`config.mk`:
```
export PLATFORM = sky130hd
export DESIGN_NAME = config_shifter
export DESIGN_NICKNAME = d
export VERILOG_FILES = /design/src/rtl/config_shifter_pkg.sv /design/src/rtl/config_shifter_sclk_tick_gen.sv /design/src/rtl/config_shifter.sv
export SDC_FILE = /design/constraint.sdc
export NUM_CORES = 1
export LEC_CHECK = 0
export ABC_AREA = 0
export ABC_CLOCK_PERIOD_IN_PS = 2000
export BUFFER_PORTS_ARGS = -buffer_cell sky130_fd_sc_hd__buf_2
export CORE_MARGIN = 1.5
export CORE_UTILIZATION = 52
export CTS_CLUSTER_SIZE = 30
export DETAILED_ROUTE_END_ITERATION = 7
export GPL_ROUTABILITY_DRIVEN = 0
export PLACE_DENSITY_LB_ADDON = 0.08
export SYNTH_ARGS = -nofsm -noshare
export SYNTH_HDL_FRONTEND = slang
export SYNTH_HIERARCHICAL = 1
export SYNTH_SLANG_ARGS = --single-unit
```
`constraint.sdc`:
```
create_clock -name clk -period 2 [get_ports clk]
set_input_delay 0.2 -clock clk [delete_from_list [all_inputs] [get_ports clk]]
set_output_delay 0.2 -clock clk [all_outputs]
set_load 0.02 [all_outputs]
```
`src/rtl/config_shifter_pkg.sv`:
```
// Shared types and helpers for the serial configuration loader (config_shifter).
// FSM state encoding is fixed at 3 bits so it can be decoded from a waveform
// or by a bench without knowing the enum.
package config_shifter_pkg;

  typedef enum logic [2:0] {
    ST_IDLE   = 3'd0,
    ST_SETUP  = 3'd1,
    ST_ENABLE = 3'd2,
    ST_CLK_HI = 3'd3,
    ST_CLK_LO = 3'd4,
    ST_FINISH = 3'd5
  } cs_state_t;

  // Index width for a table of n entries; never narrower than one bit.
  function automatic int idx_width(input int n);
    return (n > 1) ? $clog2(n) : 1;
  endfunction

endpackage

```
`src/rtl/config_shifter_sclk_tick_gen.sv`:
```
// Phase timer for the serial clock: counts SCLK_DIV clk cycles per sclk phase
// and raises phase_end on the last cycle of each phase. restart holds the
// counter at zero so the first phase after it is a full SCLK_DIV cycles long.
module sclk_tick_gen #(
  parameter int SCLK_DIV = 1
) (
  input  logic clk,
  input  logic reset,
  input  logic restart,
  output logic phase_end
);

  localparam int                CNT_W = (SCLK_DIV > 1) ? $clog2(SCLK_DIV) : 1;
  localparam logic [CNT_W-1:0]  LAST  = CNT_W'(SCLK_DIV - 1);

  logic [CNT_W-1:0] r_cnt;

  // Free-running phase counter, reloaded on restart and at every phase boundary.
  always_ff @(posedge clk or posedge reset) begin
    if (reset) begin
      r_cnt <= '0;
    end else if (restart || (r_cnt == LAST)) begin
      r_cnt <= '0;
    end else begin
      r_cnt <= r_cnt + 1'b1;
    end
  end

  assign phase_end = (r_cnt == LAST);

endmodule

```
`src/rtl/config_shifter.sv`:
```
// config_shifter: loads one of NUM_PRESETS configuration words into a DUT over
// an enable/sclk/data serial link, LSB first, with sclk phases SCLK_DIV clk
// cycles long. Frames are started by a rising edge on `next` (walks the preset
// table) or by a `load` pulse (jumps to load_idx).
// Optional build macro: CFG_READBACK_EN -- captures cfg_sdo during the frame
// and raises a sticky mismatch flag when it differs from the word sent.
module config_shifter
  import config_shifter_pkg::*;
#(
  parameter int                             WIDTH       = 33,
  parameter int                             NUM_PRESETS = 8,
  parameter int                             IDX_W       = idx_width(NUM_PRESETS),
  parameter logic [NUM_PRESETS*WIDTH-1:0]   PRESETS     = '0,
  parameter int                             SCLK_DIV    = 1
) (
  input  logic             clk,
  input  logic             reset,
  input  logic             next,
  input  logic             load,
  input  logic [IDX_W-1:0] load_idx,
  output logic             cfg_enable,
  output logic             cfg_sclk,
  output logic             cfg_data,
  input  logic             cfg_sdo,
  output logic             busy,
  output logic             done,
  output logic             mismatch,
  output logic [IDX_W-1:0] preset_ptr
);

  localparam int               BIT_W    = $clog2(WIDTH);
  localparam logic [BIT_W-1:0] LAST_BIT = BIT_W'(WIDTH - 1);
  localparam logic [IDX_W-1:0] MAX_IDX  = IDX_W'(NUM_PRESETS - 1);

  cs_state_t        r_state;
  logic             r_next_d;
  logic [WIDTH-1:0] r_shreg;
  logic             r_data;
  logic             r_enable;
  logic             r_sclk;
  logic             r_busy;
  logic             r_done;
  logic [BIT_W-1:0] r_bit;
  logic [IDX_W-1:0] r_ptr;
  logic [IDX_W-1:0] r_src;

  logic             w_next_rise;
  logic             w_trigger;
  logic [IDX_W-1:0] w_load_idx_c;
  logic [IDX_W-1:0] w_sel_idx;
  logic [WIDTH-1:0] w_preset;
  logic [IDX_W-1:0] w_ptr_inc;
  logic             w_phase_end;
  logic             w_restart;

  assign w_next_rise  = next & ~r_next_d;
  assign w_trigger    = load | w_next_rise;
  assign w_load_idx_c = (load_idx > MAX_IDX) ? MAX_IDX : load_idx;
  // load wins over a simultaneous next edge
  assign w_sel_idx    = load ? w_load_idx_c : r_ptr;
  assign w_preset     = PRESETS[int'(w_sel_idx)*WIDTH +: WIDTH];
  assign w_ptr_inc    = (r_src == MAX_IDX) ? '0 : r_src + 1'b1;
  // Phase counter runs only while sclk is toggling
  assign w_restart    = (r_state != ST_CLK_HI) && (r_state != ST_CLK_LO);

  sclk_tick_gen #(
    .SCLK_DIV (SCLK_DIV)
  ) u_tick (
    .clk       (clk),
    .reset     (reset),
    .restart   (w_restart),
    .phase_end (w_phase_end)
  );

`ifdef CFG_READBACK_EN
  logic [WIDTH-1:0] r_cap;
  logic [WIDTH-1:0] r_word;
  logic             r_mismatch;
  assign mismatch = r_mismatch;
`else
  logic w_unused_sdo;
  assign w_unused_sdo = cfg_sdo;
  assign mismatch     = 1'b0;
`endif

  // Frame sequencer: trigger capture, sclk generation, bit shifting, pointer update.
  // cfg_data is a separate register that takes the next bit when sclk falls, so
  // the line is settled for a whole low phase before every rising edge.
  always_ff @(posedge clk or posedge reset) begin
    if (reset) begin
      r_state    <= ST_IDLE;
      r_next_d   <= 1'b0;
      r_shreg    <= '0;
      r_data     <= 1'b0;
      r_enable   <= 1'b0;
      r_sclk     <= 1'b0;
      r_busy     <= 1'b0;
      r_done     <= 1'b0;
      r_bit      <= '0;
      r_ptr      <= '0;
      r_src      <= '0;
`ifdef CFG_READBACK_EN
      r_cap      <= '0;
      r_word     <= '0;
      r_mismatch <= 1'b0;
`endif
    end else begin
      r_next_d <= next;
      r_done   <= 1'b0;
      case (r_state)
        ST_IDLE: begin
          if (w_trigger) begin
            r_src   <= w_sel_idx;
            r_shreg <= w_preset;
            r_busy  <= 1'b1;
            r_state <= ST_SETUP;
`ifdef CFG_READBACK_EN
            r_word     <= w_preset;
            r_cap      <= '0;
            r_mismatch <= 1'b0;
`endif
          end
        end
        ST_SETUP: begin
          r_enable <= 1'b0;
          r_sclk   <= 1'b0;
          r_bit    <= '0;
          r_data   <= r_shreg[0];
          r_state  <= ST_ENABLE;
        end
        ST_ENABLE: begin
          r_enable <= 1'b1;
          r_sclk   <= 1'b1;
          r_state  <= ST_CLK_HI;
        end
        ST_CLK_HI: begin
          if (w_phase_end) begin
            r_sclk  <= 1'b0;
            r_data  <= r_shreg[1];
            r_state <= ST_CLK_LO;
`ifdef CFG_READBACK_EN
            r_cap <= {cfg_sdo, r_cap[WIDTH-1:1]};
`endif
          end
        end
        ST_CLK_LO: begin
          if (w_phase_end) begin
            r_shreg <= r_shreg >> 1;
            if (r_bit == LAST_BIT) begin
              r_enable <= 1'b0;
              r_state  <= ST_FINISH;
            end else begin
              r_bit   <= r_bit + 1'b1;
              r_sclk  <= 1'b1;
              r_state <= ST_CLK_HI;
            end
          end
        end
        ST_FINISH: begin
          r_done  <= 1'b1;
          r_busy  <= 1'b0;
          r_ptr   <= w_ptr_inc;
          r_state <= ST_IDLE;
`ifdef CFG_READBACK_EN
          if (r_cap != r_word) begin
            r_mismatch <= 1'b1;
          end
`endif
        end
        default: begin
          r_state <= ST_IDLE;
        end
      endcase
    end
  end

  assign cfg_enable = r_enable;
  assign cfg_sclk   = r_sclk;
  assign cfg_data   = r_data;
  assign busy       = r_busy;
  assign done       = r_done;
  assign preset_ptr = r_ptr;

endmodule

```
-- Yosys cells after proc, flatten, opt, wreduce, memory -nomap -nowiden
Cells that the tools add are included.
- $add $sub $neg: 3
- shift-type cells: 1
- bitwise logic cells: 4
- order comparisons: 1
- multipliers: 1
- mux-type cells: 27
- reduce and logical (&&, ||, !) cells: 17
- equality and inequality tests: 14
- operators with widths (cell ; number):
    264-bit by 10-bit indexed part select with 33-bit output, first input constant ; 1
    33-bit two-way mux ; 2
    33-bit one-hot mux with 2 select lines ; 1
    3-bit two-way mux ; 7
    3-bit one-hot mux with 5 select lines ; 1
    6-bit two-way mux ; 2
    6-bit one-hot mux with 2 select lines ; 1
    3-bit AND reduction ; 4
    2-bit != test, second input constant ; 5
    3-bit == test, second input constant ; 3
    3-bit by 6-bit multiplier with 9-bit output, second input constant ; 1
    1-bit two-way mux ; 9
    2-bit nonzero test ; 4
    6-bit by 1-bit adder with 6-bit output, second input constant ; 1
    3-bit by 2-bit == test with 1-bit output, second input constant ; 2
    6-bit == test, second input constant ; 1
    2-bit AND reduction ; 3
    1-bit one-hot mux with 2 select lines ; 2
    1-bit one-hot mux with 4 select lines ; 1
    4-bit AND reduction ; 1
    4-bit nonzero test ; 1
    3-bit by 1-bit adder with 3-bit output, second input constant ; 1
    3-bit by 1-bit == test with 1-bit output, second input constant ; 1
    3-bit greater-than comparator, second input constant ; 1
    11 further kinds ; 12
- output and inout port bits: 9
- logic and storage cells: 80
- flip-flop bits (word level): 55
- input bits: 8

-- Depth between registers and ports, before layout
Gate-level depths: netlist of run 1.
- word-level depth: 7
- depth in mapped cells: 6
- mapped depth without buffers: 6

-- Cells and area by module
Netlist of run 1, hierarchy kept.
- by module, submodules not included (module ; times used ; area an instance (um^2) ; cells each):
    config_shifter ; 1 ; 1109.8 ; 115
    sclk_tick_gen ; 1 ; 36.3 ; 4

-- Worst setup path before layout of run 1
OpenSTA, ideal clock, no wires.
- kind: register to register
- start point: reg r_bit[0]
- end point: reg r_bit[1]
- library setup time: 120 ps
- path slack: 515 ps
- cell stages (with the launch flop): 7
- arrival: 1366 ps
- required time: 1880 ps
- path buffers: 0
- path through: dfrtp_1 > inv_1 > ha_1 > nand4bb_4 > o21a_1 > a41o_1 > a31o_1
- word-level cells in the longest chain between the ends: 4
- elaborated cells between the ends (all ways): 7
- RTL lines (item ; RTL line ; RTL):
    start: declaration ; config_shifter.sv:43 ; logic [BIT_W-1:0] r_bit;
    start signal: assignment ; config_shifter.sv:153 ; r_bit <= r_bit + 1'b1;
    6-bit by 1-bit adder with 6-bit output ; config_shifter.sv:153 ;
    6-bit two-way mux ; config_shifter.sv:149 ; if (r_bit == LAST_BIT) begin
    6-bit two-way mux ; config_shifter.sv:147 ; if (w_phase_end) begin
    6-bit one-hot mux with 2 select lines ; config_shifter.sv:110 ; case (r_state)
Parallel ways exist; a longest one is shown, timed or not. The select of a mux whose other input is x is not followed.
A chain may end at the register's enable or synchronous reset.

-- Final worst setup path of run 1
Same ends and word-level chain as after synthesis.

==> flow_summary.json, run 1 <==
{
  "p_seq_share_pct": 45.2,
  "core_sq_um": 2002,
  "path_max_fanout": 5,
  "p_int_uw": 890.1,
  "syn_area_sq_um": 1139,
  "io_pins": 17,
  "tns_ps": 0,
  "num_vias": 883,
  "cts_buffers": 3,
  "drc_errors": 0,
  "endpoint": "r_bit[1]$_DFFE_PP0P_",
  "cts_tree": "yes",
  "power_frac_clock_pct": 12.6,
  "grt_busiest_layer": "met2",
  "overflow": 0,
  "die_w_um": 49.80,
  "drv_cap": 0,
  "grt_usage_pct": 19.57,
  "area_growth_pct": 10.44,
  "power_frac_comb_pct": 42.1,
  "grt_max_degree": 21,
  "power_mw": 1.553,
  "fp.dieArea_sq_um": 2480,
  "fillers": 177,
  "io_buffer_count": 13,
  "skew_ps": 2.149,
  "switching_share_pct": 42.70,
  "rsz0062_at_grt": "no",
  "post-route-period-util_pct": 79.71,
  "initial_core_util_pct": 56.88,
  "grtUsageMet2_pct": 30.89,
  "tightest_slew_ps": 748.6,
  "postCtsSetupBuffers": 0,
  "p_per_area_nw_per_um2": 1235,
  "slew_headroom_pct": 50.04,
  "whs_ps": 189.3,
  "period_needed_ps": 1594,
  "drive_gt1_share_pct": 17.42,
  "fin_util_pct": 62.81,
  "postRouteAntennaNets": 0,
  "clk_pin_slew_ps": 110,
  "setup.worst_path.start": "r_bit[0]$_DFFE_PP0P_",
  "grt.met1_usage_pct": 27.00,
  "slew_violations": 0,
  "max_clock_freq_mhz": 627.3,
  "reg2reg_to": "r_bit[1]$_DFFE_PP0P_",
  "first_global_vias": 799,
  "status": "finished, final reports clean",
  "drt-pass1-iter-count": 4,
  "ir_drop_uv": 724.8,
  "htree_levels": 1,
  "clock_latency_ps": 300,
  "rr_startpoint": "r_bit[0]$_DFFE_PP0P_",
  "wl_um": 2102,
  "post_cts_resized": 0,
  "worstSetupPathType": "reg2reg",
  "hpwl_um": 1499,
  "clockRootBuffer": "clkbuf_4",
  "setup_violations": 0,
  "placementRows": 16,
  "drt-vias-per-instance": 5.553,
  "yosysWarnings": 6,
  "routedWlPerCell_um": 13.22,
  "drt_iter0_drc": 26,
  "r2r_cells": 6,
  "diodes": 0,
  "cts.sink_count": 21,
  "antenna_found_initial": 0,
  "arrival_ps": 1790,
  "grt_pass1_wl_um": 3663,
  "power.net_switching_uw": 663.2,
  "p_leak_nw": 0.6056,
  "clockBufferDepth": 2,
  "syn_area_per_cell_sq_um": 9.649,
  "gr-usage-met3_pct": 5.455,
  "ff2ff_setup_slack_ps": 410,
  "syn-instance-count": 118,
  "hold_viol": 0,
  "hold_class": "in2reg",
  "endpoint_kind": "flop",
  "nNetsFinal": 145,
  "die_height_um": 49.80,
  "required_ps": 2200,
  "crit_path_start_kind": "flop"
}
[registers in the layout (all words and copies together) (netlist names)]
| name | flops |
|---|---|
| r_state | 3 |
| cfg_enable | 1 |
| r_bit | 6 |
| busy | 1 |
| preset_ptr | 3 |
| u_tick/r_cnt | 1 |
| cfg_sclk | 1 |
| r_src | 3 |
| r_next_d | 1 |
| done | 1 |
[power by group through the flow]
stage	clock (mW)	sequential (mW)	combinational [mW]
2_1_floorplan	0	0.717	0.463
3_3_place_gp	0	0.701	0.633
3_5_place_dp	0	0.709	0.647
4_1_cts	0.209	0.700	0.653
5_1_grt	0.224	0.724	0.730
6_report	0.196	0.703	0.655
[cell usage in the layout, fill, tap and decap left out, types with 2 or more instances in the layout]
master         instances
dfrtp_1               21
o21ai_0               14
buf_2                 13
nand2_1               12
inv_1                 10
a21oi_1                6
ha_1                   4
nor3_1                 3
nor2b_1                3
mux2i_1                3
conb_1                 3
clkbuf_4               3
a22oi_1                2
nor2_2                 2
o211ai_1               2
mux2_1                 2
nand3_1                2
dlygate4sd3_1          2
buf_4                  2
[critical path, cell delays in order (launching register included)]
cell and delay, ps:
dfrtp_1 440, inv_1 100, ha_1 190, nand4bb_4 120
o21a_1 230, a41o_1 250, a31o_1 180
[routing by layer]
metal	part of all wire (%)	vias to the layer above
li1	-	441
met1	51	421
met2	45	21
met3	3.3	0
met4	0	0
met5	0	-
[cell type report]
| cell class | instances | area [sq um] | share of cell area, % |
|---|---|---|---|
| timing repair buffer | 17 | 100.1 | 7.960 |
| sequential | 21 | 525.5 | 41.79 |
| clock buffer | 4 | 26.28 | 2.090 |
| inverter | 11 | 41.29 | 3.284 |
| multi-input combinational | 79 | 530.5 | 42.19 |
| tap | 27 | 33.78 | 2.687 |
[repair_timing]
item	CTS	global route
hold buffers	2	0
setup endpoints to repair	0	0
endpoints found under the hold margin	2	0
[worst min path at each step]
stage,depth (start not counted),slack (ps),endpoint,from
final,3,190,r_src[2]$_DFFE_PP0P_,load_idx[2]
after global routing,3,190,r_src[2]$_DFFE_PP0P_,load_idx[2]
after CTS,3,180,r_src[2]$_DFFE_PP0P_,load_idx[2]
after detailed placement,2,40,u_tick/r_cnt$_DFF_PP0_,reset
after global placement,2,40,u_tick/r_cnt$_DFF_PP0_,reset
after floorplan,1,-70,u_tick/r_cnt$_DFF_PP0_,reset
[stage by stage]
stage | area (sq um) | worst slack [ps] | std cells
after floorplan | 1142 | 514.7 | 119
after global placement | 1211 | 442.7 | 153
after detailed placement | 1211 | 422.3 | 153
after CTS | 1257 | 415.7 | 159
after global routing | 1257 | 341.8 | 159
final | 1257 | 405.8 | 159
Note: power is estimated with default switching activity, not from simulation.
==> run 2, diff against run 1 <==
- ABC_CLOCK_PERIOD_IN_PS: 2000 -> 1460
- CORE_UTILIZATION: 52 -> 49
- clock period: 2 -> 1.46 ns (I/O delays scaled with it)
==> run 2 against run 1 <==
Net effect:
- fmax increased by 11%
- largest power group is now combinational cells
- total power increased by 52%
- die area increased by 5.7%
- critical path type unchanged
- combinational power is 77% higher
- highest routed layer is now met4
==> flow_summary.json, run 2 (synthesized netlist as in run 1, its figures left out) <==
{
  "htree_levels": 1,
  "die_height_um": 51.21,
  "final_common_cell": "dfrtp_1",
  "slew_violations": 0,
  "required_ps": 1670,
  "switching_share_pct": 41.49,
  "dp.cells": 166,
  "arrival_ps": 1650,
  "post-route-period-util_pct": 98.67,
  "tns_ps": 0,
  "drive_gt1_share_pct": 30.20,
  "grt_max_degree": 21,
  "overflow": 0,
  "io_pins": 17,
  "crit_path_start_kind": "flop",
  "ff2ff_setup_slack_ps": 20,
  "worstSetupPathType": "reg2reg",
  "rsz0062_at_grt": "yes",
  "fin_ws_ps": 19.46,
  "skew_ps": 9.630,
  "drt-pass1-iter-count": 4,
  "drt_iter0_drc": 7,
  "grt_pass1_wl_um": 4319,
  "path_max_fanout": 2,
  "first_global_vias": 948,
  "grt_busiest_layer": "met2",
  "hpwl_um": 1718,
  "clockBufferDepth": 2,
  "p_int_mw": 1.384,
  "grt_usage_pct": 22.58,
  "endpoint_kind": "flop",
  "wl_um": 2368,
  "die_w_um": 51.21,
  "num_vias": 955,
  "hold_viol": 0,
  "clock_latency_ps": 310,
  "postRouteAntennaNets": 0,
  "io_buffer_count": 13,
  "cts_tree": "yes",
  "routedWlPerCell_um": 13.38,
  "instances_no_fill": 177,
  "cts_buffers": 3,
  "area_growth_pct": 23.85,
  "regMostFlops": "r_bit",
  "period_needed_ps": 1441,
  "placementRows": 17,
  "clockRootBuffer": "clkbuf_4",
  "antenna_found_initial": 0,
  "grt.met1_usage_pct": 29.69,
  "p_leak_nw": 0.6873,
  "whs_ps": 113.6,
  "grtUsageMet2_pct": 35.71,
  "dp_slack_ps": -50.35,
  "final_cell_mix": "20 x dfrtp_1, 19 x buf_4, 13 x o21ai_0, 13 x buf_2, 12 x nand2_1",
  "power_frac_comb_pct": 48.9,
  "ir_drop_uv": 1120,
  "clk_pin_slew_ps": 120,
  "rr_startpoint": "r_bit[0]$_DFFE_PP0P_",
  "setup.worst_path.start": "r_bit[0]$_DFFE_PP0P_",
  "drv_cap": 0,
  "reg2reg_to": "r_bit[1]$_DFFE_PP0P_",
  "hold_class": "in2reg",
  "place_area_sq_um": 1305,
  "largest_register_ffs": 6,
  "max_clock_freq_mhz": 694.2,
  "cts.sink_count": 21,
  "setup_violations": 0,
  "fp.dieArea_sq_um": 2622,
  "drc_errors": 0,
  "power_frac_clock_pct": 11.9,
  "diodes": 0,
  "p_seq_share_pct": 39.1,
  "r2r_cells": 6,
  "status": "finished, final reports clean",
  "initial_core_util_pct": 51.47,
  "drt-vias-per-instance": 5.395,
  "stdcell_area_sq_um": 1410,
  "gr-usage-met3_pct": 3.509,
  "endpoint": "r_bit[1]$_DFFE_PP0P_",
  "p_per_area_nw_per_um2": 1678,
  "core_sq_um": 2212,
  "nNetsFinal": 162,
  "power.net_switching_uw": 981.4
}
## run 2: cell type report
class                           instances  area [sq um]
Fill cell                             185         802.0
Multi-Input combinational cell         79         553.0
Sequential cell                        21         526.8
Timing Repair Buffer                   34         227.7
Inverter                               11         41.29
Tap cell                               28         35.03
Clock buffer                            4         26.28
## run 2: worst min-delay path by stage
stage          slack (ps)        start                      to  cells past startpoint
5_1_grt               150  load_idx[0]    r_src[0]$_DFFE_PP0P_                      3
3_5_place_dp           -4        reset  u_tick/r_cnt$_DFF_PP0_                      2
3_3_place_gp          -10        reset  u_tick/r_cnt$_DFF_PP0_                      2
4_1_cts               130  load_idx[1]    r_src[1]$_DFFE_PP0P_                      3
6_report              110  load_idx[1]    r_src[1]$_DFFE_PP0P_                      3
2_1_floorplan        -130        reset  u_tick/r_cnt$_DFF_PP0_                      1
## run 2: what timing repair did
action	CTS	global route
resized for setup	2	5
pin swaps	2	2
hold endpoints to repair	22	0
buffers inserted	1	4
hold buffers	2	0
setup endpoints to repair	1	9
## run 2: routing by layer
layer  vias up  wire length (um)
met5         -                 0
met3         5                73
met4         0                51
met2        23              1128
li1        477                 -
met1       450              1115
## run 2: critical path, cell delays in order, from the launching register on
cell and delay [ps]:
dfrtp_1 410, inv_2 80, ha_4 140, nand4bb_4 110, o21a_1 210, a41o_1 210
a31o_1 180
## run 2: power by group through the flow
stage          combinational [mW]  sequential [mW]  clock [mW]
5_1_grt                      1.29            0.952       0.314
2_1_floorplan               0.637            0.983           0
3_3_place_gp                 1.04            0.912           0
3_5_place_dp                 1.06            0.918           0
4_1_cts                      1.07            0.911       0.292
6_report                     1.16            0.926       0.283
## run 2: metrics by stage
| step | utilization [%] | power, mW |
|---|---|---|
| 2_1_floorplan | - | 1.620 |
| 3_3_place_gp | 58.99 | 1.953 |
| 3_5_place_dp | 58.99 | 1.977 |
| 4_1_cts | 61.43 | 2.272 |
| 5_1_grt | 63.74 | 2.556 |
| 6_report | 63.74 | 2.365 |
